File: src/rtl/pc_seq.sv
// Program counter sequencer: holds the architectural PC, resolves branch/call/return
// each time pc_write pulses, and keeps a small hardware return-address stack.
module pc_seq #(
  parameter int STK_DEPTH = 4
) (
  input  logic        clk,
  input  logic        rst_f,
  input  logic        pc_write,
  input  logic [15:0] br_addr,
  input  logic        br_req,
  input  logic [3:0]  br_cond,
  input  logic [3:0]  cc,
  input  logic        call_req,
  input  logic        ret_req,
  output logic [15:0] pc_out,
  output logic        br_taken,
  output logic [2:0]  stk_depth,
  output logic        stk_ovf,
  output logic        stk_unf
);

  localparam int AW = $clog2(STK_DEPTH);
  localparam int DW = $clog2(STK_DEPTH + 1);

  logic [15:0]   pc_reg, pc_next;
  logic [DW-1:0] depth_reg, depth_next;
  logic          taken_reg, taken_next;
  logic          ovf_reg, ovf_next;
  logic          unf_reg, unf_next;

  logic [15:0]   stk_mem [STK_DEPTH];
  logic          push_en;
  logic [AW-1:0] push_idx;
  logic [AW-1:0] top_idx;
  logic [15:0]   pc_inc;
  logic          take;

  assign pc_inc   = pc_reg + 16'd1;
  assign take     = br_req & ((br_cond == 4'd0) | (|(br_cond & cc)));
  assign push_idx = depth_reg[AW-1:0];
  // Wraps to the last entry when the stack is full, which is exactly the top.
  assign top_idx  = depth_reg[AW-1:0] - AW'(1);

  always_comb begin
    pc_next    = pc_reg;
    depth_next = depth_reg;
    taken_next = 1'b0;
    ovf_next   = ovf_reg;
    unf_next   = unf_reg;
    push_en    = 1'b0;
    if (pc_write) begin
      if (ret_req) begin
        if (depth_reg != '0) begin
          pc_next    = stk_mem[top_idx];
          depth_next = depth_reg - DW'(1);
          taken_next = 1'b1;
        end else begin
          pc_next  = pc_inc;
          unf_next = 1'b1;
        end
      end else if (call_req) begin
        pc_next    = br_addr;
        taken_next = 1'b1;
        if (depth_reg < DW'(STK_DEPTH)) begin
          push_en    = 1'b1;
          depth_next = depth_reg + DW'(1);
        end else begin
          ovf_next = 1'b1;
        end
      end else if (take) begin
        pc_next    = br_addr;
        taken_next = 1'b1;
      end else begin
        pc_next = pc_inc;
      end
    end
  end

  always_ff @(posedge clk or negedge rst_f) begin
    if (!rst_f) begin
      pc_reg    <= 16'h0000;
      depth_reg <= '0;
      taken_reg <= 1'b0;
      ovf_reg   <= 1'b0;
      unf_reg   <= 1'b0;
    end else begin
      pc_reg    <= pc_next;
      depth_reg <= depth_next;
      taken_reg <= taken_next;
      ovf_reg   <= ovf_next;
      unf_reg   <= unf_next;
    end
  end

  // Stack contents need no reset; only entries below depth are ever read.
  always_ff @(posedge clk) begin
    if (push_en) begin
      stk_mem[push_idx] <= pc_inc;
    end
  end

  assign pc_out    = pc_reg;
  assign br_taken  = taken_reg;
  assign stk_depth = 3'(depth_reg);
  assign stk_ovf   = ovf_reg;
  assign stk_unf   = unf_reg;

endmodule

File: config.mk
export PLATFORM = sky130hd
export DESIGN_NAME = pc_seq
export DESIGN_NICKNAME = d
export VERILOG_FILES = /design/src/rtl/pc_seq.sv
export SDC_FILE = /design/constraint.sdc
export NUM_CORES = 1
export LEC_CHECK = 0
export ABC_AREA = 1
export BUFFER_PORTS_ARGS = -buffer_cell sky130_fd_sc_hd__buf_2
export CAP_MARGIN = 20
export CELL_PAD_IN_SITES_DETAIL_PLACEMENT = 1
export CELL_PAD_IN_SITES_GLOBAL_PLACEMENT = 2
export CORE_UTILIZATION = 37
export CTS_BUF_LIST = sky130_fd_sc_hd__clkbuf_8
export DETAILED_ROUTE_END_ITERATION = 7
export PLACE_DENSITY_LB_ADDON = 0.1
export SYNTH_ARGS = -nofsm -noshare
export SYNTH_HDL_FRONTEND = slang
export SYNTH_SLANG_ARGS = --single-unit
File: constraint.sdc
create_clock -name clk -period 2.6 [get_ports clk]
set_input_delay 0.13 -clock clk [delete_from_list [all_inputs] [get_ports clk]]
set_output_delay 0.13 -clock clk [all_outputs]
set_load 0.05 [all_outputs]
Word-level counts from Yosys, hierarchy flattened --
Memories as Yosys holds them, arrays and structs flattened. Cells that the tools add are included.
Storage, ports and cells: register bits 22, bits in latches 0, bits in writable memories 64, ROM bits 0, memories kept 1
Memory list:
- stk_mem | depth 4, width 16, rd ports 1, clocked after memory_dff 0, write ports 1, RTL line 31 | logic [15:0] stk_mem [STK_DEPTH];
Operators by class: add/subtract/negate cells 4, $mul 0, divide/modulo/power cells 0, order comparisons 1, equality and inequality tests 1, shift operators 0, mux-type cells 19, bitwise gates (word level) 6, reduce and logical (&&, ||, !) cells 8
Operator list (number):
- 16-bit 2-to-1 mux | 4
- 16-bit by 1-bit adder with 16-bit output (second input constant) | 1
- 3-bit 2-to-1 mux | 4
- 1-bit 2-to-1 mux | 11
- 4-bit AND reduction | 2
- 4-bit bitwise AND | 1
- 4-bit logical NOT | 1
- 2-bit nonzero test | 2
- 4-bit OR reduction | 1
- 3-bit by 1-bit adder with 3-bit output (second input constant) | 1
- 3-bit < comparator (second input constant) | 1
- 1-bit NOT | 3
- 3-bit AND reduction | 1
- 3-bit nonzero test | 1
- 3-bit by 1-bit subtractor with 3-bit output (second input constant) | 1
- 2-bit by 1-bit != test with 1-bit output (second input constant) | 1
- 2-bit by 1-bit subtractor with 2-bit output (second input constant) | 1
- 1-bit bitwise AND | 1
- 1-bit OR | 1

Longest topological paths before layout --
Gate-level depths: netlist of run 1.
depth in word-level cells 8, depth in mapped cells 13

Worst setup path after synthesis of run 1 --
Ideal clock, no wire load.
path type register to register, from register depth_reg[0] (netlist: stk_depth[0]), to memory stk_mem[0][0] (enable), setup time 0.388 ns, data arrival time 2.029 ns, setup slack 0.183 ns, cell stages (with the launch flop) 7, period minus slack after synthesis 2.417 ns, cell sequence dfrtp_1 -> buf_2 -> inv_2 -> buf_2 -> ha_1 -> inv_1 -> nor2_1
On the way: cells in the longest elaborated chain, start to end 7
RTL lines:
- start, declared | RTL line 26 | logic [DW-1:0] depth_reg, depth_next;
- start signal, assigned | RTL line 88 | depth_reg <= depth_next;
- 3-bit < comparator | RTL line 64 | if (depth_reg < DW'(STK_DEPTH)) begin
- 1-bit 2-to-1 mux | RTL line 64
- 1-bit 2-to-1 mux | RTL line 61 | end else if (call_req) begin
- 1-bit 2-to-1 mux | RTL line 52 | if (ret_req) begin
- 1-bit 2-to-1 mux | RTL line 51 | if (pc_write) begin
- 1-bit 2-to-1 mux | RTL line 97 | if (push_en) begin
- 1-bit 2-to-1 mux (not written as such) | RTL line 98 | stk_mem[push_idx] <= pc_inc;
- end, declared | RTL line 31
Several ways; a longest one is shown, not always the timed one.

Worst setup path in the final report of run 1 --
from register depth_reg[1] (netlist: stk_depth[1]), to register pc_reg[1] (netlist: pc_out[1])
On the way: cells in the longest elaborated chain, start to end 4, elaborated cells on any way between the ends 5, classes of those cells add/sub (1); mux (2); reduce/logical (1); memory (1)
RTL lines:
- 2-bit by 1-bit subtractor with 2-bit output | RTL line 42 | assign top_idx = depth_reg[AW-1:0] - AW'(1);
- memory read 4 x 16 bit
- 16-bit 2-to-1 mux (*) | RTL line 53 | if (depth_reg != '0) begin
- 16-bit 2-to-1 mux (*) | RTL line 52
- end signal, assigned | RTL line 87 | pc_reg <= pc_next;
- end, declared | RTL line 25 | logic [15:0] pc_reg, pc_next;
Mark *: on every way between the ends. The rest lies on a longest branch, timed or not. A chain may end at the register's enable or synchronous reset.

==> reports/qor.yml, run 1 <==
outcome:
  outcome: "finished clean"
clocking:
  cts_tree: "built"
  clkTransAtPathRegs_ps: 90
  root_buffer: "clkbuf_8"
  cts.htree.levels: 3
  clock_sinks: 86
  cts_setup_buffers: 0
  cts_resized: 0
  cts.path.max_buffers: 2
  worstSkewPairLatency_ps: 350
  cts_buffers: 9
critical_path:
  cp_max_fo: 16
  arrival_ps: 2380
  critPathCapture: "pc_out[1]"
  end_kind: "flip-flop"
  critPathKind: "flip-flop to flip-flop"
  worstReg2RegStart: "stk_depth[1]"
  reg2reg_to: "pc_out[1]"
  required_ps: 2880
  crit_path_start_kind: "flip-flop"
  cp-startpoint: "stk_depth[1]"
  r2r_slack_ps: 500
  reg2regPathDepth: 9
global_routing:
  grt_pass1_wl_um: 20500
  antenna_found_initial: 0
  grt_overflow: 0
  grt_max_degree: 37
  grt_pass1_vias: 3686
  grt_usage_pct: 21.7
logic_synthesis:
  synth.area.top_cells: "edfxtp_1, dfrtp_1, nand2_1"
  synth_top_area_cell: "edfxtp_1"
  yosysWarnings: 0
  synth_nets: 526
  yosysTopAreaCellShare_pct: 43.4
  ys_seq_elements: 86
  synth_area_um2: 4430
  ys_types: 33
  syn_inst: 489
  avgSynthCellArea_um2: 9.06
  ys_seq_area_share_pct: 55.8
detailed_routing:
  drt_iter0_drc: 244
  ant_nets: 0
  wl_met3_um: 474
  post_drt_wl_per_cell_um: 18.3
  drt_wl_total_um: 12600
  met2RoutedLength_um: 5710
  met1Wirelength_um: 6330
  vias: 3519
  top_layer_used: "met4"
  dr.pass1.iters: 4
  drc_errors: 0
  vias_per_cell: 5.11
job:
  cap_violations: 0
power_and_ir_drop:
  power.switching_mw: 2.80
  power_frac_clock_pct: 14.2
  p_leak_nw: 2.15
  p_seq_share_pct: 36.6
  pwr-share-comb_pct: 49.1
  vdd_drop_max_mv: 0.433
  p_int_mw: 2.91
  power_density_nw_per_um2: 1150
  sw_frac_of_total_pct: 49.0
final_layout:
  final-instance-count-excl-fill: 689
  final_layout_size_suffix_gt1_share_pct: 18.3
  finalInstanceArea_um2: 4980
  n_fill_cell: 1400
  utilization_pct: 43.2
  nNetsFinal: 578
  antenna_cells: 0
  area_growth_pct: 12.4
place:
  portBuffers: 51
  place_inst: 672
  gp_congestion: 0.855
  dpl_cell_area_um2: 4810
  hpwl_um: 8860
floorplan:
  die_area_um2: 12400
  initial_core_util_pct: 38.5
  dieHeight_um: 111
  row_count: 39
  core-area_um2: 11500
  die_w_um: 111
  io_pins: 52
sta:
  setup_viol: 0
  clock_skew_ps: 10.9
  maxSlewViolCount: 0
  tightestPinTransition_ps: 591
  whs_ps: 61.8
  setup_tns_ps: 0
  relSlewSlack_pct: 60.6
  post-route-period-util_pct: 80.7
  finalHoldViolCount: 0
  fmax_mhz: 477
  period_needed_ps: 2100
  rsz0062_at_grt: "false"
min_path:
  min_path_type: "input port to flip-flop"
[metal layers]
metal,up-vias,GRT usage (%)
li1,1725,-
met2,63,33.6
met3,9,2.07
met5,-,0
met4,0,6.76
met1,1722,32.2
[final cells by class]
cell class | instances | area (um2) | area share [%]
repair buffers | 61 | 333 | 6.69
multi-input cells | 340 | 1670 | 33.6
clock buffers | 9 | 124 | 2.49
inverters | 43 | 161 | 3.24
flip-flops and latches | 86 | 2470 | 49.7
well taps | 143 | 179 | 3.59
clock inverters | 7 | 35.0 | 0.704
[critical path, stage by stage (launching register included)]
cell	delay, ps
dfrtp_1	420
inv_1	110
ha_1	300
inv_1	450
o21ai_0	220
o22ai_1	210
nand2_1	80
nand3_1	90
inv_1	50
a21oi_1	120
[placed cells by master (no fill, tap or decap), drive strengths merged]
cell type    netlist  layout
buf               16      60
xor2               3       3
a21oi             32      32
nand2            149     149
o21ai             16      16
nor2              50      50
fa                 1       1
dfrtp             22      22
xnor2              2       2
o21bai             3       3
clkbuf             3       9
dlygate4sd3        0       1
a31o               2       2
edfxtp            64      64
nand3b             5       5
inv               43      46
o211ai             1       1
clkinvlp           0       2
nand4              4       4
o22ai              4       4
nand3             62      62
clkinv             0       2
ha                 6       6
[through the flow]
stage | total power, mW | worst slack [ps]
4_1_cts | 5.78 | 499
2_1_floorplan | 4.10 | 183
5_1_grt | 6.11 | 264
6_report | 5.71 | 503
3_5_place_dp | 4.97 | 527
3_3_place_gp | 4.89 | 571
[sequential cells by signal, indices dropped and copies added, names as in the netlist]
name and count:
br_taken 1, stk_unf 1, stk_mem 64, pc_out 16
stk_depth 3, stk_ovf 1
[logic make-up (layout without fill, tap and decap cells)]
group / count (synthesis) / after routing / synth area share [%]
DFF: 86 / 86 / 55.8
buffers and inverters: 63 / 120 / 6.39
adders and majority gates: 7 / 7 / 2.15
AOI/OAI and AO/OA: 58 / 58 / 7.32
and+or+nand+nor: 270 / 270 / 27.3
xor gates and xnor gates: 5 / 5 / 0.989
[Yosys cell counts (all sizes together)]
cell type    count
xor2             3
o21ai           16
nand3b           5
a21oi           32
dfrtp           22
edfxtp          64
nand2          149
xnor2            2
clkbuf           3
nor2            50
fa               1
inv             43
o211ai           1
nand4            4
o22ai            4
ha               6
dlygate4sd1      1
buf             16
o21bai           3
a31o             2
nand3           62
[power by group through the flow]
stage	Combinational (mW)	Clock [mW]	Sequential (mW)
3_3_place_gp	2.77	0	2.12
5_1_grt	3.10	0.883	2.13
3_5_place_dp	2.84	0	2.12
4_1_cts	2.85	0.832	2.10
2_1_floorplan	1.54	0	2.55
6_report	2.81	0.813	2.09
[worst min path at each step]
stage                     startpoint  cells after the start  endpoint  slack, ps
after global placement         rst_f                      1   stk_ovf        160
after detailed placement       rst_f                      1  br_taken        170
final                        ret_req                      2   stk_unf         60
after CTS                    ret_req                      2   stk_unf         50
after floorplan                rst_f                      0  br_taken       -170
after global routing         ret_req                      2   stk_unf         60
[what timing repair did]
item / CTS / global route
endpoints found under the setup margin: 0 / 0
hold endpoints to repair: 22 / 0
hold buffers: 1 / 0
No activity file was read; power rests on OpenSTA's default activity.
==> run 2: changes to the inputs <==
--- a/config.mk
+++ b/config.mk
@@ -5,7 +5,7 @@
 export SDC_FILE = /design/constraint.sdc
 export NUM_CORES = 1
 export LEC_CHECK = 0
-export ABC_AREA = 1
+export ABC_AREA = 0
 export BUFFER_PORTS_ARGS = -buffer_cell sky130_fd_sc_hd__buf_2
 export CAP_MARGIN = 20
 export CELL_PAD_IN_SITES_DETAIL_PLACEMENT = 1
==> constraint.sdc (replaced) <==
create_clock -name clk -period 2 [get_ports clk]
set_input_delay 0.1 -clock clk [delete_from_list [all_inputs] [get_ports clk]]
set_output_delay 0.1 -clock clk [all_outputs]
set_load 0.05 [all_outputs]
==> reports/qor.yml, run 2 <==
outcome:
  outcome: "finished clean"
sta:
  fmax_mhz: 532  # +12%
  tightestPinTransition_ps: 631  # +40.0 ps
  finalHoldViolCount: 0  # unchanged
  relSlewSlack_pct: 57.9  # -2.6 points
  period_needed_ps: 1880  # -217 ps
  setup_viol: 0  # unchanged
  rsz0062_at_grt: "false"
  maxSlewViolCount: 0  # unchanged
  post-route-period-util_pct: 94.0  # +13 points
  clock_skew_ps: 10.8  # -0.0610 ps
detailed_routing:
  drt_wl_total_um: 12800  # +1.7%
  dr.pass1.iters: 4  # unchanged
  drc_errors: 0  # unchanged
  vias: 3223  # -8.4%
  ant_nets: 0  # unchanged
  post_drt_wl_per_cell_um: 22.4  # +22%
  drt_iter0_drc: 186  # -24%
  vias_per_cell: 5.61  # +9.9%
power_and_ir_drop:
  power.switching_mw: 3.37  # +20%
  total_power_mw: 8.14  # +42%
  pwr-share-comb_pct: 50.8  # +1.7 points
  power_frac_clock_pct: 15.4  # +1.2 points
  p_leak_nw: 2.06  # -4.3%
  power_density_nw_per_um2: 1490  # +30%
  p_int_mw: 4.76  # +64%
  vdd_drop_max_mv: 0.886  # +100%
  p_seq_share_pct: 33.8  # -2.8 points
  sw_frac_of_total_pct: 41.5  # -7.6 points
global_routing:
  antenna_found_initial: 0  # unchanged
  grt_max_degree: 29  # -22%
  grt_overflow: 0  # unchanged
  grt_pass1_vias: 3347  # -9.2%
  grt_usage_pct: 22.2  # +0.51 points
  grt_pass1_wl_um: 20200  # -1.6%
place:
  portBuffers: 51  # unchanged
  dpl_cell_area_um2: 5130  # +6.7%
  gp_congestion: 0.812  # -5.0%
  place_inst: 548  # -18%
  hpwl_um: 8980  # +1.4%
final_layout:
  nNetsFinal: 463  # -20%
  n_fill_cell: 1211  # -14%
  final_layout_size_suffix_gt1_share_pct: 38.7  # +20 points
  finalInstanceArea_um2: 5450  # +9.4%
  area_growth_pct: 24.3
  area.sequential_um2: 2490  # +0.56%
  multi_input_area_um2: 1790  # +6.8%
  largest_reg_flops: 64  # unchanged
  antenna_cells: 0  # unchanged
  final_cell_mix: "edfxtp_1, buf_2, buf_4"
  final-instance-count-excl-fill: 574  # -17%
  final_common_cell: "edfxtp_1"
  top_register: "stk_mem"
min_path:
  min_path_type: "input port to flip-flop"
clocking:
  clock_sinks: 86  # unchanged
  cts.htree.levels: 3  # unchanged
  clkTransAtPathRegs_ps: 90  # about the same
  cts_buffers: 9  # unchanged
  cts_tree: "built"
  cts.path.max_buffers: 2  # unchanged
  root_buffer: "clkbuf_8"
  worstSkewPairLatency_ps: 370  # +20 ps
floorplan:
  initial_core_util_pct: 38.2  # -0.25 points
  die_area_um2: 12300  # -1.1%
  core-area_um2: 11500  # -0.42%
  row_count: 39  # unchanged
  io_pins: 52  # unchanged
  die_w_um: 111  # -0.53%
  dieHeight_um: 111  # -0.53%
logic_synthesis:
  synth_top_area_cell: "edfxtp_1"
  ys_seq_elements: 86  # unchanged
  synth.area.top_cells: "edfxtp_1, dfrtp_1, mux4_2"
  yosysWarnings: 0  # unchanged
  synth_common_cells: "edfxtp_1, dfrtp_1, nor2_1, mux4_2, o21ai_0"
  yosysTopAreaCellShare_pct: 43.9  # +0.47 points
  synth_area_um2: 4380  # -1.1%
  synth_ff_type: "edfxtp_1"
  async_flop_share_pct: 25.6  # unchanged
  ys_seq_area_share_pct: 56.4  # +0.61 points
  syn_inst: 334  # -32%
  ys_types: 65  # +97%
  yosysMostFrequentCell: "edfxtp_1"
  avgSynthCellArea_um2: 13.1  # +45%
  synth_edf_count: 64  # unchanged
  synth_nets: 371  # -29%
critical_path:
  path_buf_inv: 3  # unchanged
  end_kind: "flip-flop"
  cp_cell_sequence: "inv_8 -> ha_4 -> buf_12 -> buf_4 -> mux4_2 -> a221oi_2 -> a21oi_1"
  arrival_ps: 2130  # -250 ps
  crit_path_start_kind: "flip-flop"
  required_ps: 2250  # -630 ps
  critPathTopFamily: "flip-flops"
  cpPeakStageDelay_ps: 460  # about the same
  cp_max_fo: 9  # -7
  cpMaxStageDelayCell: "dfrtp_2"
  critPathKind: "flip-flop to flip-flop"
job:
  cap_violations: 0  # unchanged
run 2: cell count changes after synthesis, moves of 8 or more:
cell,delta
inv_1,-31
nor3_1,+10
a21oi_1,-17
nand2_1,-128
nand3_1,-52
xnor2_1,+9
clkbuf_1,+12
nor2_1,-24
mux4_2,+16
and3_1,+8
run 2: per-layer routing:
metal	share of wire, %	GRT usage [%]	vias to the layer above
met5	0	0	-
met4	1.9	8.00	0
met3	4.8	3.77	19
met2	48	35.0	85
met1	45	30.9	1621
li1	-	-	1498
run 2: worst register-to-register path, cell delays in order, from the launching register on:
cell      delay, ps
dfrtp_2         460
inv_8            50
ha_4            360
buf_12          130
buf_4           120
mux4_2          320
a221oi_2        230
a21oi_1          90
run 2: kinds of logic (layout without fill, tap and decap cells):
kind of cell	count (synthesis)	in the layout	share of synthesized area, %
and+or+nand+nor	90	90	12.0
adders and majority gates	7	7	2.17
DFF	86	86	56.4
xor gates and xnor gates	16	16	3.20
buffers and inverters	33	130	3.97
AOI/OAI and AO/OA	82	82	13.1
muxes	20	20	9.14
run 2: area by class of cell:
cell class / instances / area share [%]
inverter: 8 / 0.689
clock buffer: 10 / 2.53
tap: 143 / 3.29
clock inverter: 6 / 1.13
timing repair buffer: 106 / 13.9
sequential: 86 / 45.6
multi-input combinational: 215 / 32.8
run 2: repair_timing:
item,4_1_cts,5_1_grt
setup buffers,0,9
hold endpoints to repair,22,0
setup endpoints to repair,0,12
gates resized for setup,0,4
hold buffers,1,0
run 2: final timing paths:
path                              start         end  slack (ps)  cells past startpoint
min in group asynchronous         rst_f   pc_out[4]         270                      2
max in group asynchronous         rst_f   pc_out[5]        1270                      2
setup reg to reg           stk_depth[0]   pc_out[3]         120                      7
setup / recovery           stk_depth[0]   pc_out[3]         120                      7
hold / removal              br_addr[11]  pc_out[11]          30                      3
hold reg to reg                 stk_ovf     stk_ovf         480                      1
run 2: power by group through the flow:
stage               logic [mW]  registers, mW  clock network, mW
finish                    4.13           2.75               1.26
CTS                       3.92           2.74               1.29
detailed placement        3.91           2.78                  0
global route              4.44           2.79               1.36
floorplan                 2.08           3.41                  0
global placement          3.83           2.77                  0
run 2: per-stage QoR:
| step | utilization [%] | hold slack [ps] | TNS, ps | setup slack [ps] |
|---|---|---|---|---|
| floorplan | - | -196 | -2760 | -259 |
| global placement | 44.7 | 148 | 0 | 93.6 |
| detailed placement | 44.7 | 155 | 0 | 55.3 |
| CTS | 46.6 | 18.0 | 0 | 42.3 |
| global route | 47.5 | 30.1 | 0 | 16.7 |
| finish | 47.5 | 32.6 | 0 | 120 |
